[src/rtl/mem_arbiter_if.sv]
// Bundle of the icache, dcache and shared memory ports seen by the arbiter.
// The arbiter uses the slave view; the caches and the memory model use the
// master view.
interface mem_arbiter_if #(
    parameter int MEM_DATA_BITS = 128,
    parameter int MEM_ADDR_BITS = 28
);
    // icache port (read-only)
    logic                       ic_req_valid;
    logic                       ic_req_ready;
    logic [MEM_ADDR_BITS-1:0]   ic_req_addr;
    logic                       ic_resp_valid;
    logic [MEM_DATA_BITS-1:0]   ic_resp_data;

    // dcache port (line refills and dirty-block writebacks)
    logic                       dc_req_valid;
    logic                       dc_req_ready;
    logic [MEM_ADDR_BITS-1:0]   dc_req_addr;
    logic                       dc_req_rw;
    logic                       dc_req_data_valid;
    logic                       dc_req_data_ready;
    logic [MEM_DATA_BITS-1:0]   dc_req_data_bits;
    logic [MEM_DATA_BITS/8-1:0] dc_req_data_mask;
    logic                       dc_resp_valid;
    logic [MEM_DATA_BITS-1:0]   dc_resp_data;

    // shared memory port
    logic                       mem_req_valid;
    logic                       mem_req_ready;
    logic [MEM_ADDR_BITS-1:0]   mem_req_addr;
    logic                       mem_req_rw;
    logic                       mem_req_data_valid;
    logic                       mem_req_data_ready;
    logic [MEM_DATA_BITS-1:0]   mem_req_data_bits;
    logic [MEM_DATA_BITS/8-1:0] mem_req_data_mask;
    logic                       mem_resp_valid;
    logic [MEM_DATA_BITS-1:0]   mem_resp_data;

    modport slave (
        input  ic_req_valid, ic_req_addr,
        output ic_req_ready, ic_resp_valid, ic_resp_data,
        input  dc_req_valid, dc_req_addr, dc_req_rw,
        input  dc_req_data_valid, dc_req_data_bits, dc_req_data_mask,
        output dc_req_ready, dc_req_data_ready, dc_resp_valid, dc_resp_data,
        output mem_req_valid, mem_req_addr, mem_req_rw,
        output mem_req_data_valid, mem_req_data_bits, mem_req_data_mask,
        input  mem_req_ready, mem_req_data_ready, mem_resp_valid, mem_resp_data
    );

    modport master (
        output ic_req_valid, ic_req_addr,
        input  ic_req_ready, ic_resp_valid, ic_resp_data,
        output dc_req_valid, dc_req_addr, dc_req_rw,
        output dc_req_data_valid, dc_req_data_bits, dc_req_data_mask,
        input  dc_req_ready, dc_req_data_ready, dc_resp_valid, dc_resp_data,
        input  mem_req_valid, mem_req_addr, mem_req_rw,
        input  mem_req_data_valid, mem_req_data_bits, mem_req_data_mask,
        output mem_req_ready, mem_req_data_ready, mem_resp_valid, mem_resp_data
    );
endinterface

[src/rtl/mem_arbiter.sv]
// Merges the icache and dcache memory ports onto one shared memory port.
// One transaction at a time, round-robin between the caches, grant held
// until the transaction completes. Request and data paths are purely
// combinational pass-throughs; only the arbitration state is registered.
module mem_arbiter #(
    parameter int MEM_DATA_BITS = 128,
    parameter int MEM_ADDR_BITS = 28,
    parameter int READ_BEATS    = 4
) (
    input  logic           clk,
    input  logic           reset,
    mem_arbiter_if.slave   bus
);
    localparam int CNT_BITS = (READ_BEATS > 1) ? $clog2(READ_BEATS) : 1;

    typedef enum logic [1:0] {IDLE, RD, WR} state_t;

    state_t              state_reg;
    logic                owner_dc_reg;     // 1 = dcache owns the RD transaction
    logic                rr_dc_first_reg;  // 1 = dcache wins the next tie
    logic [CNT_BITS-1:0] beat_cnt_reg;
    logic                req_done_reg;
    logic                data_done_reg;

    logic in_idle, in_rd, in_wr;
    logic sel_dc, sel_ic, wr_sel;
    logic req_window, data_window;
    logic req_fire, data_fire;
    logic [MEM_ADDR_BITS-1:0] req_addr;
    logic [MEM_DATA_BITS-1:0] resp_data;

    assign in_idle = (state_reg == IDLE);
    assign in_rd   = (state_reg == RD);
    assign in_wr   = (state_reg == WR);

    // Selection only exists in IDLE; a tie goes to the port not granted last.
    assign sel_dc = in_idle && bus.dc_req_valid && (!bus.ic_req_valid || rr_dc_first_reg);
    assign sel_ic = in_idle && bus.ic_req_valid && !sel_dc;
    assign wr_sel = sel_dc && bus.dc_req_rw;

    // Request channel is open for a fresh selection or an unfinished write.
    assign req_window  = sel_dc || sel_ic || (in_wr && !req_done_reg);
    // Write data channel is open while a write is selected or still owed data.
    assign data_window = wr_sel || (in_wr && !data_done_reg);

    assign req_fire  = req_window && bus.mem_req_ready;
    assign data_fire = data_window && bus.dc_req_data_valid && bus.mem_req_data_ready;

    // In WR only the dcache can be the source, so any non-icache selection routes dcache.
    assign req_addr = sel_ic ? bus.ic_req_addr : bus.dc_req_addr;

    assign bus.mem_req_valid = req_window;
    assign bus.mem_req_addr  = req_addr;
    assign bus.mem_req_rw    = wr_sel || (in_wr && !req_done_reg);
    assign bus.ic_req_ready  = sel_ic && bus.mem_req_ready;
    assign bus.dc_req_ready  = (sel_dc || (in_wr && !req_done_reg)) && bus.mem_req_ready;

    assign bus.mem_req_data_valid = data_window && bus.dc_req_data_valid;
    assign bus.dc_req_data_ready  = data_window && bus.mem_req_data_ready;
    assign bus.mem_req_data_bits  = bus.dc_req_data_bits;
    assign bus.mem_req_data_mask  = bus.dc_req_data_mask;

    // Response data is broadcast; only the owner of a read sees valid.
    assign resp_data         = bus.mem_resp_data;
    assign bus.ic_resp_data  = resp_data;
    assign bus.dc_resp_data  = resp_data;
    assign bus.ic_resp_valid = in_rd && !owner_dc_reg && bus.mem_resp_valid;
    assign bus.dc_resp_valid = in_rd &&  owner_dc_reg && bus.mem_resp_valid;

    // Arbitration FSM: grant tracking, read beat counting, write completion flags.
    always_ff @(posedge clk) begin
        if (reset) begin
            state_reg       <= IDLE;
            owner_dc_reg    <= 1'b0;
            rr_dc_first_reg <= 1'b1;
            beat_cnt_reg    <= '0;
            req_done_reg    <= 1'b0;
            data_done_reg   <= 1'b0;
        end else begin
            case (state_reg)
                IDLE: begin
                    if (req_fire) begin
                        rr_dc_first_reg <= !sel_dc;
                    end
                    if (wr_sel) begin
                        // A write completing both handshakes at once never leaves IDLE.
                        if ((req_fire || data_fire) && !(req_fire && data_fire)) begin
                            state_reg     <= WR;
                            req_done_reg  <= req_fire;
                            data_done_reg <= data_fire;
                        end
                    end else if (req_fire) begin
                        state_reg    <= RD;
                        owner_dc_reg <= sel_dc;
                        beat_cnt_reg <= '0;
                    end
                end
                RD: begin
                    if (bus.mem_resp_valid) begin
                        if (beat_cnt_reg == CNT_BITS'(READ_BEATS - 1)) begin
                            state_reg    <= IDLE;
                            beat_cnt_reg <= '0;
                        end else begin
                            beat_cnt_reg <= beat_cnt_reg + 1'b1;
                        end
                    end
                end
                WR: begin
                    if (req_fire) begin
                        rr_dc_first_reg <= 1'b0;
                    end
                    if ((req_done_reg || req_fire) && (data_done_reg || data_fire)) begin
                        state_reg     <= IDLE;
                        req_done_reg  <= 1'b0;
                        data_done_reg <= 1'b0;
                    end else begin
                        req_done_reg  <= req_done_reg || req_fire;
                        data_done_reg <= data_done_reg || data_fire;
                    end
                end
                default: state_reg <= IDLE;
            endcase
        end
    end
endmodule

[src/flat_wrapper.sv]
// flat-port wrapper written by rule: the top's interface ports become plain ports
module mem_arbiter_flat 
#(
    parameter int MEM_DATA_BITS = 128,
    parameter int MEM_ADDR_BITS = 28,
    parameter int READ_BEATS    = 4
)
  (clk, reset, bus_ic_req_valid, bus_ic_req_addr, bus_ic_req_ready, bus_ic_resp_valid, bus_ic_resp_data, bus_dc_req_valid, bus_dc_req_addr, bus_dc_req_rw, bus_dc_req_data_valid, bus_dc_req_data_bits, bus_dc_req_data_mask, bus_dc_req_ready, bus_dc_req_data_ready, bus_dc_resp_valid, bus_dc_resp_data, bus_mem_req_valid, bus_mem_req_addr, bus_mem_req_rw, bus_mem_req_data_valid, bus_mem_req_data_bits, bus_mem_req_data_mask, bus_mem_req_ready, bus_mem_req_data_ready, bus_mem_resp_valid, bus_mem_resp_data);
  mem_arbiter_if #(.MEM_DATA_BITS(MEM_DATA_BITS), .MEM_ADDR_BITS(MEM_ADDR_BITS)) bus_i ();
  input  logic clk;
  input  logic reset;
  input wire logic [$bits(bus_i.ic_req_valid)-1:0] bus_ic_req_valid;
  input wire logic [$bits(bus_i.ic_req_addr)-1:0] bus_ic_req_addr;
  output wire logic [$bits(bus_i.ic_req_ready)-1:0] bus_ic_req_ready;
  output wire logic [$bits(bus_i.ic_resp_valid)-1:0] bus_ic_resp_valid;
  output wire logic [$bits(bus_i.ic_resp_data)-1:0] bus_ic_resp_data;
  input wire logic [$bits(bus_i.dc_req_valid)-1:0] bus_dc_req_valid;
  input wire logic [$bits(bus_i.dc_req_addr)-1:0] bus_dc_req_addr;
  input wire logic [$bits(bus_i.dc_req_rw)-1:0] bus_dc_req_rw;
  input wire logic [$bits(bus_i.dc_req_data_valid)-1:0] bus_dc_req_data_valid;
  input wire logic [$bits(bus_i.dc_req_data_bits)-1:0] bus_dc_req_data_bits;
  input wire logic [$bits(bus_i.dc_req_data_mask)-1:0] bus_dc_req_data_mask;
  output wire logic [$bits(bus_i.dc_req_ready)-1:0] bus_dc_req_ready;
  output wire logic [$bits(bus_i.dc_req_data_ready)-1:0] bus_dc_req_data_ready;
  output wire logic [$bits(bus_i.dc_resp_valid)-1:0] bus_dc_resp_valid;
  output wire logic [$bits(bus_i.dc_resp_data)-1:0] bus_dc_resp_data;
  output wire logic [$bits(bus_i.mem_req_valid)-1:0] bus_mem_req_valid;
  output wire logic [$bits(bus_i.mem_req_addr)-1:0] bus_mem_req_addr;
  output wire logic [$bits(bus_i.mem_req_rw)-1:0] bus_mem_req_rw;
  output wire logic [$bits(bus_i.mem_req_data_valid)-1:0] bus_mem_req_data_valid;
  output wire logic [$bits(bus_i.mem_req_data_bits)-1:0] bus_mem_req_data_bits;
  output wire logic [$bits(bus_i.mem_req_data_mask)-1:0] bus_mem_req_data_mask;
  input wire logic [$bits(bus_i.mem_req_ready)-1:0] bus_mem_req_ready;
  input wire logic [$bits(bus_i.mem_req_data_ready)-1:0] bus_mem_req_data_ready;
  input wire logic [$bits(bus_i.mem_resp_valid)-1:0] bus_mem_resp_valid;
  input wire logic [$bits(bus_i.mem_resp_data)-1:0] bus_mem_resp_data;
  assign bus_i.ic_req_valid = bus_ic_req_valid;
  assign bus_i.ic_req_addr = bus_ic_req_addr;
  assign bus_ic_req_ready = bus_i.ic_req_ready;
  assign bus_ic_resp_valid = bus_i.ic_resp_valid;
  assign bus_ic_resp_data = bus_i.ic_resp_data;
  assign bus_i.dc_req_valid = bus_dc_req_valid;
  assign bus_i.dc_req_addr = bus_dc_req_addr;
  assign bus_i.dc_req_rw = bus_dc_req_rw;
  assign bus_i.dc_req_data_valid = bus_dc_req_data_valid;
  assign bus_i.dc_req_data_bits = bus_dc_req_data_bits;
  assign bus_i.dc_req_data_mask = bus_dc_req_data_mask;
  assign bus_dc_req_ready = bus_i.dc_req_ready;
  assign bus_dc_req_data_ready = bus_i.dc_req_data_ready;
  assign bus_dc_resp_valid = bus_i.dc_resp_valid;
  assign bus_dc_resp_data = bus_i.dc_resp_data;
  assign bus_mem_req_valid = bus_i.mem_req_valid;
  assign bus_mem_req_addr = bus_i.mem_req_addr;
  assign bus_mem_req_rw = bus_i.mem_req_rw;
  assign bus_mem_req_data_valid = bus_i.mem_req_data_valid;
  assign bus_mem_req_data_bits = bus_i.mem_req_data_bits;
  assign bus_mem_req_data_mask = bus_i.mem_req_data_mask;
  assign bus_i.mem_req_ready = bus_mem_req_ready;
  assign bus_i.mem_req_data_ready = bus_mem_req_data_ready;
  assign bus_i.mem_resp_valid = bus_mem_resp_valid;
  assign bus_i.mem_resp_data = bus_mem_resp_data;
  mem_arbiter #(.MEM_DATA_BITS(MEM_DATA_BITS), .MEM_ADDR_BITS(MEM_ADDR_BITS), .READ_BEATS(READ_BEATS)) u_core (.clk(clk), .reset(reset), .bus(bus_i));
endmodule
[config.mk]
export PLATFORM = sky130hd
export DESIGN_NAME = mem_arbiter_flat
export DESIGN_NICKNAME = d
export VERILOG_FILES = /design/src/rtl/mem_arbiter_if.sv /design/src/rtl/mem_arbiter.sv /design/src/flat_wrapper.sv
export SDC_FILE = /design/constraint.sdc
export NUM_CORES = 1
export LEC_CHECK = 0
export ABC_AREA = 0
export BUFFER_PORTS_ARGS = -buffer_cell sky130_fd_sc_hd__buf_2
export CAP_MARGIN = 15
export CORE_AREA = 2 2 300 302
export DETAILED_ROUTE_END_ITERATION = 7
export DIE_AREA = 0 0 302 304
export PLACE_DENSITY = 0.34
export SETUP_SLACK_MARGIN = 0.4
export SLEW_MARGIN = 20
export SYNTH_ARGS = -nofsm -noshare
export SYNTH_HDL_FRONTEND = slang
export SYNTH_SLANG_ARGS = --single-unit
[constraint.sdc]
create_clock -name clk -period 5 [get_ports clk]
set_clock_uncertainty 0.1 [all_clocks]
set_input_delay 0.75 -clock clk [delete_from_list [all_inputs] [get_ports clk]]
set_output_delay 0.75 -clock clk [all_outputs]
set_load 0.03 [all_outputs]
### Yosys cells after proc, flatten, opt, wreduce, memory -nomap -nowiden

Index checks and enable logic that the tools add are counted.

| storage, ports and cells | value |
|---|---|
| bits in registers | 8 |
| bits in latches | 0 |
| bits in writable memories | 0 |
| bits in read-only memories | 0 |
| bits of input ports | 337 |
| output and inout bits | 436 |
| memories kept | 0 |

| operators by class | value |
|---|---|
| add/subtract/negate cells | 1 |
| $mul | 0 |
| divide/modulo/power cells | 0 |
| order comparisons | 0 |
| equality and inequality tests | 13 |
| shift-type cells | 0 |
| multiplexer cells | 24 |
| bitwise operators | 1 |
| reductions and logical operators | 43 |

Operators by type and width:

| operator | number |
|---|---|
| two-way mux 28 bit | 1 |
| logical AND 1 bit | 20 |
| two-way mux 2 bit | 10 |
| inequality test 2 bit, second input constant | 8 |
| logical OR 1 bit | 9 |
| AND reduction 3 bit | 3 |
| two-way mux 1 bit | 8 |
| logical NOT 1 bit | 6 |
| inequality test 3 bit, second input constant | 2 |
| one-hot mux 1 bit (2 select lines) | 3 |
| one-hot mux 2 bit (3 select lines) | 1 |
| AND reduction 5 bit | 1 |
| equality test 2 bit, second input constant | 2 |
| one-hot mux 2 bit (2 select lines) | 1 |
| AND reduction 4 bit | 1 |
| nonzero test 2 bit | 2 |
| adder 2 x 1 -> 2 bit, second input constant | 1 |
| equality test 2 x 1 -> 1 bit, second input constant | 1 |
| logical NOT 2 bit | 1 |
| NOT 1 bit | 1 |

### Logic depth before layout (Yosys ltp)

Gate-level depths: netlist of the first run.

| logic depth | value |
|---|---|
| word-level depth | 14 |
| mapped depth | 6 |
| depth with buffers taken out | 5 |

### Least setup slack after synthesis of the first run

Ideal clock, no wire load.

| timing path | value |
|---|---|
| path kind | input to output |
| from | input port bus_dc_req_valid |
| to | output port bus_mem_req_addr[0] |
| arrival time | 1.732 ns |
| data required time | 4.150 ns |
| slack | 2.418 ns |
| stages on the path | 5 |
| cell sequence | nand2_1 nand3_1 buf_2 buf_2 mux2_2 |

| between the ends | value |
|---|---|
| cells in the longest elaborated chain, start to end | 5 |

RTL lines:

| item | line | source |
|---|---|---|
| from (decl) | flat_wrapper.sv:17 | `input wire logic [$bits(bus_i.dc_req_valid)-1:0] bus_dc_req_valid;` |
| logical AND 1 bit (2 in series) | mem_arbiter.sv:37 | `assign sel_dc = in_idle && bus.dc_req_valid && (!bus.ic_req_valid \|\| rr_dc_first_reg);` |
| logical NOT 1 bit | mem_arbiter.sv:38 | `assign sel_ic = in_idle && bus.ic_req_valid && !sel_dc;` |
| logical AND 1 bit | mem_arbiter.sv:38 |  |
| two-way mux 28 bit | mem_arbiter.sv:50 | `assign req_addr = sel_ic ? bus.ic_req_addr : bus.dc_req_addr;` |
| to (decl) | flat_wrapper.sv:28 | `output wire logic [$bits(bus_i.mem_req_addr)-1:0] bus_mem_req_addr;` |

No other way between the ends.

### Worst setup path in the final report of the first run

| timing path | value |
|---|---|
| from | register u_core.state_reg[1] |
| to | output port bus_mem_req_addr[17] |

| between the ends | value |
|---|---|
| cells in the longest elaborated chain, start to end | 6 |
| elaborated cells between the ends (all ways) | 7 |
| classes of those cells | mux: 1; reduce/logical: 6 |

RTL lines:

| item | line | source |
|---|---|---|
| from (decl) | mem_arbiter.sv:18 | `state_t state_reg;` |
| from (signal assigned) | mem_arbiter.sv:73 | `state_reg <= IDLE;` |
| from (signal assigned) | mem_arbiter.sv:88 | `state_reg <= WR;` |
| from (signal assigned) | mem_arbiter.sv:93 | `state_reg <= RD;` |
| logical NOT 2 bit (*) | mem_arbiter.sv:32 | `assign in_idle = (state_reg == IDLE);` |
| logical AND 1 bit (2 in series) | mem_arbiter.sv:37 |  |
| logical NOT 1 bit | mem_arbiter.sv:38 |  |
| logical AND 1 bit (*) | mem_arbiter.sv:38 |  |
| two-way mux 28 bit (*) | mem_arbiter.sv:50 |  |

Mark *: on every way between the ends. The rest lies on a longest branch, timed or not.

==> results of run 1 <==
==> synthesized netlist by cell type, types with 3 or more instances <==
cell type,instances,area [sq um]
a211oi_1,4,30.03
a21oi_1,7,35.03
and2_1,6,37.54
buf_4,400,3003
clkbuf_1,3,11.26
dfxtp_1,8,160.2
inv_1,3,11.26
mux2_2,28,315.3
nand2_1,10,37.54
nor2_1,9,33.78
nor3_1,4,20.02
==> logic make-up (layout without fill, tap and decap cells) <==
logic type / after synthesis / count (layout) / share of synthesized area
DFF: 8 / 8 / 0.04080
buffers and inverters: 411 / 107 / 0.7800
muxes: 28 / 28 / 0.08033
adders and majority gates: 1 / 1 / 0.003187
AOI/OAI and AO/OA: 24 / 24 / 0.04144
and+or+nand+nor: 40 / 40 / 0.05196
xor gates and xnor gates: 1 / 1 / 0.002232
==> area by class of cell <==
class                   instances  area [sq um]
clock buffers                   3         75.07
fillers                     10590         86120
inverters                       3         11.26
multi-input cells              94         703.2
flip-flops and latches          8         160.2
well taps                    1176          1471
repair buffers                101         508.0
==> cells in the final DEF, fill, tap and decap left out, types with 2 or more instances in the layout <==
master / count
and3_1: 2
a21oi_1: 7
nor2b_1: 2
nand2b_1: 2
clkbuf_16: 3
nor2_1: 9
a31oi_1: 2
nor3_1: 4
a211oi_1: 4
o31a_1: 2
dfxtp_1: 8
inv_1: 3
mux2_2: 28
nand3_1: 2
buf_2: 100
nand2_1: 10
and2_1: 6
o21ai_0: 2
==> per-layer routing <==
| metal | GRT usage | up-vias | wire [um] | part of all wire |
|---|---|---|---|---|
| li1 | - | 609 | - | - |
| met1 | 0.02208 | 690 | 3782 | 0.29 |
| met2 | 0.02294 | 350 | 3841 | 0.30 |
| met3 | 0.03006 | 160 | 3402 | 0.26 |
| met4 | 0.03627 | 6 | 1741 | 0.13 |
| met5 | 0.01587 | - | 168 | 0.013 |
==> metrics by stage <==
stage	hold WS (ns)	worst slack (ns)
4_1_cts	0.3877	1.978
3_5_place_dp	0.3725	2.184
6_report	0.3825	2.023
5_1_grt	0.4208	1.860
3_3_place_gp	0.3885	2.163
2_1_floorplan	0.3500	2.418
==> report_power, final <==
part,leakage (uW),switching [uW],internal (uW)
logic,0.000682,134,87.1
clock network,0.0000370,34.4,103
registers,0.0000655,12.8,70.1
==> final timing paths <==
| kind | cells after the start | endpoint |
|---|---|---|
| hold reg to reg | 1 | u_core.rr_dc_first_reg |
| setup reg to reg | 5 | u_core.rr_dc_first_reg |
| hold / removal | 1 | u_core.rr_dc_first_reg |
| setup / recovery | 5 | bus_mem_req_addr[17] |
==> results by group, run 1 <==
Status
  – Status: completed

Clock tree
  – CTS buffer count: 3
  – CTS H-tree lvls: 1
  – Clock Latency Late Sink: 0.24 ns
  – Postcts setup bufs: 0
  – CTS tree: yes
  – Root cell of the clock tree: clkbuf_16
  – CTS resizes: 0
  – Clk buf depth: 2
  – Clock transition at path regs: 0.04 ns
  – Clock sinks: 8
  – CTS Hold Buffers Added: 0

Layout
  – P&R area growth vs syn: -25.37%
  – Post-Layout Cell Count: 1,385
  – Share of post-route cells with drive strength above 1: 0.6364
  – Final Cell Area: 2929 sq um
  – Fin util: 0.03289
  – Fin nets: 549
  – Inserted Diodes: 0

Pwr
  – Total power: 442.1 uW
  – Leak Pwr: 0.0007841 uW
  – Pwr Density: 150.9 nW/um^2
  – Maximum vdd drop: 0.00007454 V

Synthesis
  – Syn. warnings: 0
  – Mapped Area: 3925 sq um
  – Yosys reg bits: 8
  – Post-synth net total: 851
  – Post-Syn Instances: 513
  – Ys async rst share: 0
  – Main synth FF type: dfxtp_1
  – Syn_area_per_cell: 7.651 sq um
  – Post-synth EDFFs: 0
  – Count of cell types in the netlist: 33
  – Seq/Total Area, Yosys: 0.04080

Worst setup path
  – Kind of critical path: flip-flop to output pin
  – Worst path bufs/invs: 2
  – CP arrival: 2.13 ns
  – Crit path cell chain: nor2_1 -> nand3_1 -> buf_4 -> mux2_2 -> buf_2
  – Startpoint types: flip-flop
  – Crit-path max cell delay: 0.68 ns
  – CP max FO: 29
  – Reg2reg setup slack: 3.04 ns
  – Top delay family on crit path: flip-flops
  – Worst EP required: 4.15 ns
  – R2r startpoint: u_core.state_reg[1]
  – Crit path from: u_core.state_reg[1]
  – Slowest-stage cell, CP: dfxtp_1
  – Crit. End Element: output pin

Timing
  – Final worst path period share: 0.5953
  – Setup-failing EPs final: 0
  – Period minus WS final: 2.977 ns
  – Slew margin rel.: 0.6081
  – Fin. Hold Viols: 0
  – Unrepaired setup endpoints after global routing: false
  – FMAX: 336.0 MHz
  – Worst-margin pin slew: 0.5870 ns
  – Setup tns final: 0 ns
  – Max Slew Vio Count: 0

Global routing
  – Total gr overflow: 0
  – Vias in the first global route: 1,858
  – Tot GR Track Use: 0.02568
  – First-pass GRT wire length: 16,040 um
  – Largest net degree at the start of global routing: 30
  – Initial antenna violation count: 2

Routing
  – Initial DRT Pass Iterations: 4
  – Via density: 1.310
  – DRT iter0 DRCs: 107
  – DRC: 0
  – Post-Route WL: 12,940 um
  – Via count: 1,815
  – DR WL/cell: 9.340 um
  – Final ANT Viol Nets: 0

Place
  – Placed cell count: 1,382
  – Port Buffers: 100
  – Post-DP Area: 2854 sq um
  – Final weighted congestion in routability-driven placement: 0.6620
  – Hpwl dp: 11,100 um

Min path
  – Hold path start: u_core.rr_dc_first_reg
  – Hold Crit Class: flip-flop to flip-flop

Floorplanning
  – Die height: 304 um
  – Ports: 773
  – Initial core utilization: 0.04408
  – Core area: 89,050 sq um
  – Die area: 91,810 sq um
  – Core Rows: 110
  – Die extent in x: 302 um

Job
  – Max-Cap Viols: 0
No activity file was read; power rests on OpenSTA's default activity.
==> run 2: changes to the inputs <==
--- a/config.mk
+++ b/config.mk
@@ -5,13 +5,13 @@
 export SDC_FILE = /design/constraint.sdc
 export NUM_CORES = 1
 export LEC_CHECK = 0
-export ABC_AREA = 0
+export ABC_AREA = 1
 export BUFFER_PORTS_ARGS = -buffer_cell sky130_fd_sc_hd__buf_2
 export CAP_MARGIN = 15
-export CORE_AREA = 2 2 300 302
+export CORE_AREA = 2 2 297 299
 export DETAILED_ROUTE_END_ITERATION = 7
-export DIE_AREA = 0 0 302 304
-export PLACE_DENSITY = 0.34
+export DIE_AREA = 0 0 299 301
+export PLACE_DENSITY = 0.35
 export SETUP_SLACK_MARGIN = 0.4
 export SLEW_MARGIN = 20
 export SYNTH_ARGS = -nofsm -noshare
==> constraint.sdc (replaced) <==
create_clock -name clk -period 2.5 [get_ports clk]
set_clock_uncertainty 0.1 [all_clocks]
set_input_delay 0.375 -clock clk [delete_from_list [all_inputs] [get_ports clk]]
set_output_delay 0.375 -clock clk [all_outputs]
set_load 0.03 [all_outputs]
==> results by group, run 2 <==
Timing
  – Final worst slack: 0.2639 ns (-1.760 ns)
  – Worst hold slack: 0.2448 ns (-0.1377 ns)
  – Slew margin rel.: 0.8178 (+0.2097)
  – Period minus WS final: 2.236 ns
  – Final worst path period share: 0.8944
  – Unrepaired setup endpoints after global routing: true
  – Setup-failing EPs final: 0 (unchanged)
  – Worst-margin pin slew: 0.2723 ns (-0.3147 ns)
  – FMAX: 447.2 MHz
  – Fin. Hold Viols: 0 (unchanged)
  – Setup tns final: 0 ns (unchanged)
  – Max Slew Vio Count: 0 (unchanged)

Worst setup path
  – Worst EP required: 2.03 ns (-2.12 ns)
  – CP max FO: 5 (-83%)
  – Crit. End Element: output pin
  – Startpoint types: flip-flop
  – Kind of critical path: flip-flop to output pin
  – CP arrival: 1.76 ns (-0.37 ns)

Place
  – Post-place setup slack: 0.2782 ns (-1.906 ns)
  – Final weighted congestion in routability-driven placement: 0.6639 (+0.29%)
  – Port Buffers: 100 (unchanged)
  – Hpwl dp: 15,400 um (+39%)

Layout
  – Share of post-route cells with drive strength above 1: 0.7095 (+0.07318)
  – P&R area growth vs syn: -12.47%
  – Most common cell after layout, fill and taps aside: buf_2
  – Fin util: 0.03992 (+0.007023)
  – Fin nets: 581 (+5.8%)
  – Inserted Diodes: 0 (unchanged)
  – Commonest non-fill, non-tap cells in the layout: buf_2 (69), nand2_1 (22), buf_6 (22)

Floorplanning
  – Die height: 301 um (-0.99%)
  – Core area: 86,480 sq um (-2.9%)
  – Die extent in x: 299 um (-0.99%)
  – Ports: 773 (unchanged)
  – Initial core utilization: 0.04560 (+0.001524)
  – Core Rows: 108 (-1.8%)
  – Die area: 90,000 sq um (-2.0%)

Synthesis
  – Seq/Total Area, Yosys: 0.04061 (-0.0001942)
  – Post-Syn Instances: 522 (+1.8%)
  – Ys async rst share: 0 (unchanged)
  – Top-count cell post-synth: buf_4
  – Yosys reg bits: 8 (unchanged)
  – Yosys top cell by area: buf_4
  – Post-synth net total: 860 (+1.1%)
  – Largest cells by area after synthesis: buf_4 (77%), mux2_2 (6.9%), dfxtp_1 (4.1%)
  – Yosys top cell area share: 0.7671 (+0.002070)
  – Syn_area_per_cell: 7.555 sq um (-1.3%)
  – Mapped Area: 3944 sq um (+0.48%)
  – List of most frequent post-synthesis cells: buf_4 (403), mux2_2 (24), nand2_1 (23), inv_1 (11), nor2_1 (10)
  – Post-synth EDFFs: 0 (unchanged)
  – Main synth FF type: dfxtp_1
  – Count of cell types in the netlist: 24 (-27%)
  – Syn. warnings: 0 (unchanged)

Routing
  – DR WL/cell: 13.49 um (+44%)
  – Via density: 1.369 (+4.5%)
  – Initial DRT Pass Iterations: 4 (unchanged)
  – DRT iter0 DRCs: 47 (-56%)
  – DRC: 0 (unchanged)
  – Via count: 1,911 (+5.3%)
  – Final ANT Viol Nets: 0 (unchanged)
  – Post-Route WL: 18,830 um (+46%)

Clock tree
  – Clock sinks: 8 (unchanged)
  – CTS tree: yes
  – CTS buffer count: 3 (unchanged)
  – CTS H-tree lvls: 1 (unchanged)
  – Clock transition at path regs: 0.04 ns (about the same)
  – Root cell of the clock tree: clkbuf_16
  – Clock Latency Late Sink: 0.23 ns (about the same)
  – Clk buf depth: 2 (unchanged)

Pwr
  – Pwr Density: 347.4 nW/um^2 (+130%)
  – Maximum vdd drop: 0.0002916 V (+290%)
  – Part of the power in registers: 0.129 (-0.058)
  – Sw frac: 0.4039 (-0.006679)
  – Switching power: 484.3 uW (+170%)
  – Internal Power: 714.8 uW (+170%)
  – Leak Pwr: 0.001136 uW (+45%)
  – Clock power share: 0.230 (-0.082)
  – Logic pwr share: 0.640 (+0.139)

Global routing
  – Vias in the first global route: 2,129 (+15%)
  – Initial antenna violation count: 7 (+5)
  – First-pass GRT wire length: 21,900 um (+37%)
  – Total gr overflow: 0 (unchanged)
  – Largest net degree at the start of global routing: 11 (-63%)
  – Tot GR Track Use: 0.03784 (+0.01216)

Min path
  – Hold Crit Class: input pin to flip-flop

Status
  – Status: completed

Job
  – Max-Cap Viols: 0 (unchanged)
[run 2: final timing paths]
check	start	endpoint	slack, ns	cells past startpoint
max	u_core.state_reg[0]	bus_mem_req_addr[25]	0.26	7
min	reset	u_core.state_reg[1]	0.24	2
max reg2reg	u_core.state_reg[0]	u_core.data_done_reg	0.58	12
min reg2reg	u_core.beat_cnt_reg[1]	u_core.beat_cnt_reg[1]	0.36	2
[run 2: power groups by stage]
stage	combinational, uW	clock [uW]	sequential [uW]
6_report	768	276	155
4_1_cts	748	287	155
5_1_grt	818	291	157
3_3_place_gp	534	0	156
3_5_place_dp	531	0	157
2_1_floorplan	1550	0	154
[run 2: cell type report]
type	instances	area [sq um]
clock buffers	3	75.07
repair buffers	119	920.9
well taps	1155	1445
fillers	10350	83030
flip-flops and latches	8	162.7
inverters	15	56.30
multi-input cells	96	792.0
[run 2: critical path: stages (launching register included)]
cell and delay [ns]:
dfxtp_2 0.33, nor2_4 0.17, buf_6 0.13, nand3_4 0.10, buf_8 0.16, buf_16 0.15
mux2_4 0.33, buf_6 0.15
[run 2: kinds of logic (layout without fill, tap and decap cells)]
logic type	Yosys count	in the layout	synth area share
AOI/OAI and AO/OA	16	16	0.02379
adders and majority gates	1	1	0.003172
buffers and inverters	418	137	0.7814
DFF	8	8	0.04061
muxes	28	28	0.07995
and+or+nand+nor	51	51	0.07107
[run 2: per-stage QoR]
stage	cell area (sq um)	instances	total power (uW)
floorplan	3944	522	1702
global placement	2897	1376	690.6
detailed placement	2897	1376	688.0
CTS	3353	1391	1190
global route	3452	1396	1267
finish	3452	1396	1199
[run 2: repair_timing]
action                     CTS  global route
pin swaps                    3             4
cloned                       3             1
resized for setup           73            14
hold buffers                 0             0
buffers inserted             9             4
setup endpoints to repair   28            31
[run 2: layer usage]
| metal | vias up | share of wire | routed length [um] | GRT usage |
|---|---|---|---|---|
| met1 | 701 | 0.21 | 4002 | 0.02321 |
| li1 | 656 | - | - | - |
| met5 | - | 0.0042 | 79 | 0.006349 |
| met2 | 397 | 0.44 | 8193 | 0.05842 |
| met4 | 2 | 0.10 | 1961 | 0.03619 |
| met3 | 155 | 0.24 | 4594 | 0.04040 |
